**src/rtl/stat_bcd_conv.sv**
```systemverilog
// Time-multiplexed binary-to-BCD converter for the four pipeline statistics counters.
// One shift-add-3 datapath walks the channels round-robin and refreshes registered packed-BCD outputs.
module stat_bcd_conv #(
  parameter int unsigned NUM_DIGITS = 8,
  parameter logic [4*NUM_DIGITS-1:0] SAT_VALUE = 32'h9999_9999
) (
  input  logic                      clk,
  input  logic                      rst_n,
  input  logic                      en,
  input  logic [31:0]               total_cycles,
  input  logic [31:0]               uncondi_branch_num,
  input  logic [31:0]               condi_branch_num,
  input  logic [31:0]               bubble_num,
  output logic [4*NUM_DIGITS-1:0]   total_cycles_bcd,
  output logic [4*NUM_DIGITS-1:0]   uncondi_branch_num_bcd,
  output logic [4*NUM_DIGITS-1:0]   condi_branch_num_bcd,
  output logic [4*NUM_DIGITS-1:0]   bubble_num_bcd,
  output logic [3:0]                bcd_valid,
  output logic [3:0]                bcd_ovf,
  output logic                      busy
);

  localparam int unsigned BIN_W      = 32;
  localparam int unsigned OUT_W      = 4 * NUM_DIGITS;
  localparam int unsigned ACC_DIGITS = NUM_DIGITS + 2;
  localparam int unsigned ACC_W      = 4 * ACC_DIGITS;
  localparam int unsigned NUM_CH     = 4;
  localparam int unsigned CNT_W      = 5;
  localparam int unsigned PTR_W      = 2;

  typedef enum logic [1:0] {
    S_IDLE  = 2'd0,
    S_LOAD  = 2'd1,
    S_SHIFT = 2'd2,
    S_STORE = 2'd3
  } state_t;

  state_t             r_state;
  logic [PTR_W-1:0]   r_ptr;
  logic [CNT_W-1:0]   r_cnt;
  logic [BIN_W-1:0]   r_bin;
  logic [ACC_W-1:0]   r_acc;
  logic [OUT_W-1:0]   r_bcd [NUM_CH];
  logic [NUM_CH-1:0]  r_valid;
  logic [NUM_CH-1:0]  r_ovf;
  logic               r_busy;

  logic [BIN_W-1:0]   w_sel;
  logic [ACC_W-1:0]   w_acc_adj;
  logic               w_acc_unused_msb;
  logic               w_fits;

  // Channel select for the LOAD snapshot
  always_comb begin
    w_sel = total_cycles;
    case (r_ptr)
      2'd0:    w_sel = total_cycles;
      2'd1:    w_sel = uncondi_branch_num;
      2'd2:    w_sel = condi_branch_num;
      default: w_sel = bubble_num;
    endcase
  end

  // Add-3 correction on every accumulator digit >= 5, all digits in parallel
  always_comb begin
    w_acc_adj = r_acc;
    for (int d = 0; d < ACC_DIGITS; d++) begin
      if (r_acc[4*d +: 4] >= 4'd5) begin
        w_acc_adj[4*d +: 4] = r_acc[4*d +: 4] + 4'd3;
      end
    end
  end

  // The top accumulator bit is shifted out and can never be set for a 32-bit input
  assign w_acc_unused_msb = w_acc_adj[ACC_W-1];

  assign w_fits = (r_acc[ACC_W-1:OUT_W] == '0);

  always_ff @(posedge clk) begin
    if (!rst_n) begin
      r_state <= S_IDLE;
      r_ptr   <= '0;
      r_cnt   <= '0;
      r_bin   <= '0;
      r_acc   <= '0;
      r_valid <= '0;
      r_ovf   <= '0;
      r_busy  <= 1'b0;
      for (int c = 0; c < NUM_CH; c++) begin
        r_bcd[c] <= '0;
      end
    end else begin
      case (r_state)
        S_IDLE: begin
          if (en) begin
            r_state <= S_LOAD;
            r_busy  <= 1'b1;
          end
        end

        S_LOAD: begin
          r_bin   <= w_sel;
          r_acc   <= '0;
          r_cnt   <= CNT_W'(BIN_W - 1);
          r_state <= S_SHIFT;
        end

        S_SHIFT: begin
          r_acc <= {w_acc_adj[ACC_W-2:0], r_bin[BIN_W-1]};
          r_bin <= {r_bin[BIN_W-2:0], 1'b0};
          r_cnt <= r_cnt - CNT_W'(1);
          if (r_cnt == '0) begin
            r_state <= S_STORE;
          end
        end

        S_STORE: begin
          if (w_fits) begin
            r_bcd[r_ptr] <= r_acc[OUT_W-1:0];
            r_ovf[r_ptr] <= 1'b0;
          end else begin
            r_bcd[r_ptr] <= SAT_VALUE;
            r_ovf[r_ptr] <= 1'b1;
          end
          r_valid[r_ptr] <= 1'b1;
          r_ptr          <= r_ptr + PTR_W'(1);
          if (en) begin
            r_state <= S_LOAD;
          end else begin
            r_state <= S_IDLE;
            r_busy  <= 1'b0;
          end
        end

        default: begin
          r_state <= S_IDLE;
          r_busy  <= 1'b0;
        end
      endcase
    end
  end

  assign total_cycles_bcd       = r_bcd[0];
  assign uncondi_branch_num_bcd = r_bcd[1];
  assign condi_branch_num_bcd   = r_bcd[2];
  assign bubble_num_bcd         = r_bcd[3];
  assign bcd_valid              = r_valid;
  assign bcd_ovf                = r_ovf;
  assign busy                   = r_busy;

endmodule

```
**config.mk**
```make
export PLATFORM = sky130hd
export DESIGN_NAME = stat_bcd_conv
export DESIGN_NICKNAME = d
export VERILOG_FILES = /design/src/rtl/stat_bcd_conv.sv
export SDC_FILE = /design/constraint.sdc
export NUM_CORES = 1
export LEC_CHECK = 0
export CAP_MARGIN = 0
export CORE_ASPECT_RATIO = 2
export CORE_MARGIN = 1.5
export CORE_UTILIZATION = 44
export DETAILED_ROUTE_END_ITERATION = 7
export PLACE_DENSITY = 0.81
export SLEW_MARGIN = 20
export SYNTH_ARGS = -nofsm -noshare
export SYNTH_HDL_FRONTEND = slang
export SYNTH_SLANG_ARGS = --single-unit
```
**constraint.sdc**
```tcl
create_clock -name clk -period 2.7 [get_ports clk]
set_input_delay 0.675 -clock clk [delete_from_list [all_inputs] [get_ports clk]]
set_output_delay 0.675 -clock clk [all_outputs]
set_load 0.01 [all_outputs]
```
# Yosys cells after proc, flatten, opt, wreduce, memory -nomap -nowiden
# Memories as Yosys holds them, arrays and structs flattened.
# Cells that the tools add are included.
[classes] n_addsub=12 order_cmp=12 n_eq_ne=8 n_mux=37 bitwise_logic=5 n_reduce_logical=10
[op_table] cell="case mux 32 bit (3 select lines)" count=1
[op_table] cell="case mux 40 bit (2 select lines)" count=1
[op_table] cell="2-to-1 mux 32 bit" count=2
[op_table] cell="case mux 32 bit (2 select lines)" count=1
[op_table] cell=">= comparator 4 x 3 -> 1 bit, second input constant" count=10
[op_table] cell="2-to-1 mux 4 bit" count=10
[op_table] cell="adder 4 x 2 -> 4 bit, second input constant" count=9
[op_table] cell="OR reduction 32 bit" count=1
[op_table] cell="2-to-1 mux 1 bit" count=14
[op_table] cell="case mux 5 bit (2 select lines)" count=1
[op_table] cell="zero test 8 bit" count=1
[op_table] cell="OR 4 bit" count=2
[op_table] cell="case mux 2 bit (4 select lines)" count=1
[op_table] cell="== test 2 bit, second input constant" count=3
[op_table] cell="2-to-1 mux 2 bit" count=3
[op_table] cell="!= test 2 bit, second input constant" count=3
[op_table] cell="zero test 5 bit" count=1
[op_table] cell="subtractor 5 x 1 -> 5 bit, second input constant" count=1
[op_table] cell="bitwise AND 4 bit" count=1
[op_table] cell="== test 2 x 1 -> 1 bit, second input constant" count=2
[op_table] cell="zero test 2 bit" count=2
[op_table] cell="NOT 4 bit" count=1
[op_table] cell="nonzero test 2 bit" count=2
[op_table] cell="adder 3 x 2 -> 3 bit, second input constant" count=1
[op_table] cell="other kinds (10)" count=10
[totals] regBits=90 ramBits=128 input_bits=131 out_inout_bits=137 word_cells=93 n_memories=1
[mem_list] name="r_bcd" words=4 word_bits=32 rd=4 rd_ports_with_merged_regs=0 wr=4 line_no="43" rtl="logic [OUT_W-1:0] r_bcd [NUM_CH];"

# Logic depth before layout (Yosys ltp)
[depth] word_depth=8 ltp_mapped=8 ltp_nobuf=6

# Worst setup path after synthesis
# Ideal clock, no wire load.
[synth_path] path_type="input -> register" startpoint="in rst_n" endpoint="mem r_bcd[0][0] in the netlist's numbering, enable pin" setup_time_ns=0.389 arrival_ns=2.255 t_required_ns=2.311 setup_slack_ns=0.056 cell_stages=6 path_buffers=3 path_cell_list="buf_4 nand2_4 or3_1 buf_2 clkbuf_1 nand2_1"
[synth_lines] element="start: declaration" line_no="8" rtl="input logic rst_n,"
[synth_lines] element="end: declaration" line_no="43"

==> results.json <==
{
  "cpPeakStageDelay_ns": 0.50,
  "cp.required_ns": 2.93,
  "endpoint_kind": "flip-flop",
  "reg2reg_from": "r_acc[32]",
  "worstReg2RegEnd": "r_bcd[1][28]",
  "p_per_area_nw_per_um2": 653,
  "ctsHoldBuffers": 0,
  "path_class": "reg2reg",
  "drt_iter0_drc": 596,
  "grt_max_degree": 68,
  "path_cells": "inv_1 -> ha_1 -> nand3_2 -> buf_4 -> nor2_1 -> nor2_1",
  "syn2layout_area_growth_pct": 37.4,
  "crit_top_cell": "nor2_1",
  "path_clk_slew_ns": 0.07,
  "critical-path-slowest-cell": "nand3_2",
  "yosysWarnings": 0,
  "synth_edf_count": 128,
  "stdcell_count": 1461,
  "core_um2": 22100,
  "cts_root_buffer": "clkbuf_16",
  "dieHeight_um": 214,
  "rsz0062_at_grt": "no",
  "start_util_pct": 44.6,
  "grt_overflow": 0,
  "hold_viol": 0,
  "drt_pass1_iterations": 5,
  "min_to": "r_acc[37]",
  "maxSlewViolCount": 0,
  "ys_types": 42,
  "post_cts_resize_count": 0,
  "cts_buffers": 19,
  "reg2reg_depth": 6,
  "min_period_ns": 2.20,
  "cts_tree": "yes",
  "dieArea_um2": 23300,
  "synth.net_count": 1093,
  "worst_pin_slew_ns": 0.594,
  "antenna_cells": 0,
  "dp.cells": 1428,
  "netlist_area_um2": 9840,
  "antenna_found_initial": 0,
  "synth_cells": 932,
  "synthFlopType": "edfxtp_1",
  "clock.fmax_ghz": 0.454,
  "finalSetupTns_ns": 0,
  "io-pin-count": 268,
  "path_delay_family": "simple AND/OR/NAND/NOR gates",
  "hold_path.class": "reg2reg",
  "grt_usage_pct": 22.7,
  "gp_congestion": 0.837,
  "r2r_slack_ns": 0.50,
  "avgSynthCellArea_um2": 10.6,
  "path_buf_inv": 2,
  "cap_violations": 0,
  "hold_start": "r_acc[37]",
  "synth-seq-area-share_pct": 57.4,
  "synthArstFlopShare_pct": 0,
  "setup_viol": 0,
  "htree_levels": 1,
  "cp_max_fo": 22,
  "grt_pass1_vias": 8193,
  "rows": 77,
  "cp-start-kind": "flip-flop",
  "drc": 0,
  "status": "finished clean",
  "drive_gt1_share_pct": 7.93,
  "vias_per_cell": 5.48,
  "vias": 8011,
  "die_x_um": 109,
  "netlist_top_cells_area": "edfxtp_1 (39%), dfxtp_1 (18%), o21ai_0 (4.9%)",
  "routedWlPerCell_um": 17.6,
  "wirelength_um": 25800,
  "clkLatencyLatePin_ns": 0.49,
  "clk_path_buf_depth": 3,
  "leakagePower_nw": 4.64,
  "layout_setup_ws_ns": 0.498,
  "cp.depth": 6,
  "period_share_pct": 81.6,
  "crit_arrival_ns": 2.43,
  "synth_largest_area_cell": "edfxtp_1",
  "post_cts_buffers": 0,
  "io_buffers": 267,
  "synth.ff_latch_count": 218,
  "finalNetCount": 1334,
  "holdPathStages": 2,
  "fillCellCount": 1757,
  "synth_top_area_share_pct": 39.1,
  "cts.sinks": 218,
  "ant_nets": 0,
  "grt_pass1_wl_um": 41700,
  "ir_drop_uv": 478,
  "hpwl_um": 18600,
  "yosys-top-cells-count": "edfxtp_1 (128), nand2_1 (101), nor2_1 (99), o21ai_0 (96), dfxtp_1 (90)",
  "slew_headroom_pct": 60.4,
  "clock_skew_ns": 0.0140,
  "synthMostInstantiatedCell": "edfxtp_1",
  "dp_slack_ns": 0.294
}
## routing by layer
layer / up-vias / wire length [um] / global-route usage [%] / share of wire [%]
li1: 3827 / - / - / -
met2: 363 / 15100 / 45.5 / 59
met3: 56 / 1430 / 1.70 / 5.5
met4: 0 / 975 / 9.52 / 3.8
met1: 3765 / 8270 / 22.9 / 32
met5: - / 0 / 0 / 0
## worst register-to-register path, delay by kind of cell, from the launching register on
family                     cells  cell delay [ns]
DFF                            1             0.34
buffers and inverters          2             0.47
adders and majority gates      1             0.27
and+or+nand+nor                3             0.86
## final cells by class
class	instances	area, um2	area share (%)
sequential	218	5650	41.8
clock buffer	21	493	3.65
tap	276	345	2.55
clock inverter	12	223	1.65
inverter	30	113	0.833
multi-input combinational	613	3770	27.9
timing repair buffer	291	2930	21.7
## where the power goes
group | switching, mW | leakage [nW] | internal (mW) | total [mW]
clock network | 1.20 | 0.334 | 1.90 | 3.10
logic | 0.970 | 2.25 | 0.798 | 1.77
registers | 0.153 | 2.05 | 3.81 | 3.96
## how the worst max path moves through the flow
stage               startpoint      endpoint  slack [ns]
global placement         rst_n  r_bcd[1][10]        0.36
CTS                  r_acc[32]  r_bcd[1][28]        0.51
floorplan                rst_n   r_bcd[0][0]        0.06
global route         r_acc[32]  r_bcd[1][27]        0.30
finish               r_acc[32]  r_bcd[1][28]        0.50
detailed placement       rst_n  r_bcd[0][18]        0.29
## placed cells by master (no fill, tap or decap), drive strengths merged, types with 2 or more instances in the layout
cell type | netlist | layout
a32o | 2 | 2
dfxtp | 90 | 90
nand3 | 3 | 3
o31ai | 19 | 19
clkinvlp | 0 | 4
buf | 24 | 24
mux2i | 2 | 2
nand2 | 102 | 102
a222oi | 32 | 32
a31oi | 33 | 33
nor2 | 102 | 102
xnor2 | 11 | 11
a21oi | 23 | 23
clkbuf | 47 | 21
inv | 30 | 29
xor2 | 9 | 9
mux2 | 10 | 10
and2 | 25 | 25
nand2b | 13 | 13
o21ai | 98 | 98
clkinv | 0 | 3
bufinv | 0 | 6
nor3 | 33 | 33
or3 | 3 | 3
a311oi | 6 | 6
a32oi | 10 | 10
ha | 30 | 30
clkdlybuf4s50 | 0 | 267
nor2b | 31 | 31
edfxtp | 128 | 128
and3 | 10 | 10
## per-stage QoR
stage,instance area [um2],total power [mW],hold slack (ns),util (%)
5_1_grt,13500,9.26,0.493,61.3
3_3_place_gp,12800,5.77,0.438,58.0
6_report,13500,8.83,0.468,61.3
2_1_floorplan,9840,5.12,0.425,-
4_1_cts,13500,8.89,0.470,61.3
3_5_place_dp,12800,5.81,0.453,58.0
## cells by family after synthesis
group	after synthesis	share of synthesized area (%)
simple gates	324	16.4
xor+xnor	20	1.78
mux	12	1.35
compound gates	227	14.9
buf+inv	101	4.35
flops	218	57.4
fa+ha+maj	30	3.81
## registers in the layout, summed over array words and instances, names as in the netlist, named ones only
signal     cells
r_state        2
r_acc         40
bcd_valid      4
busy           1
r_bcd        128
r_ptr          2
r_cnt          5
r_bin         32
(Power assumes the default switching activity.)
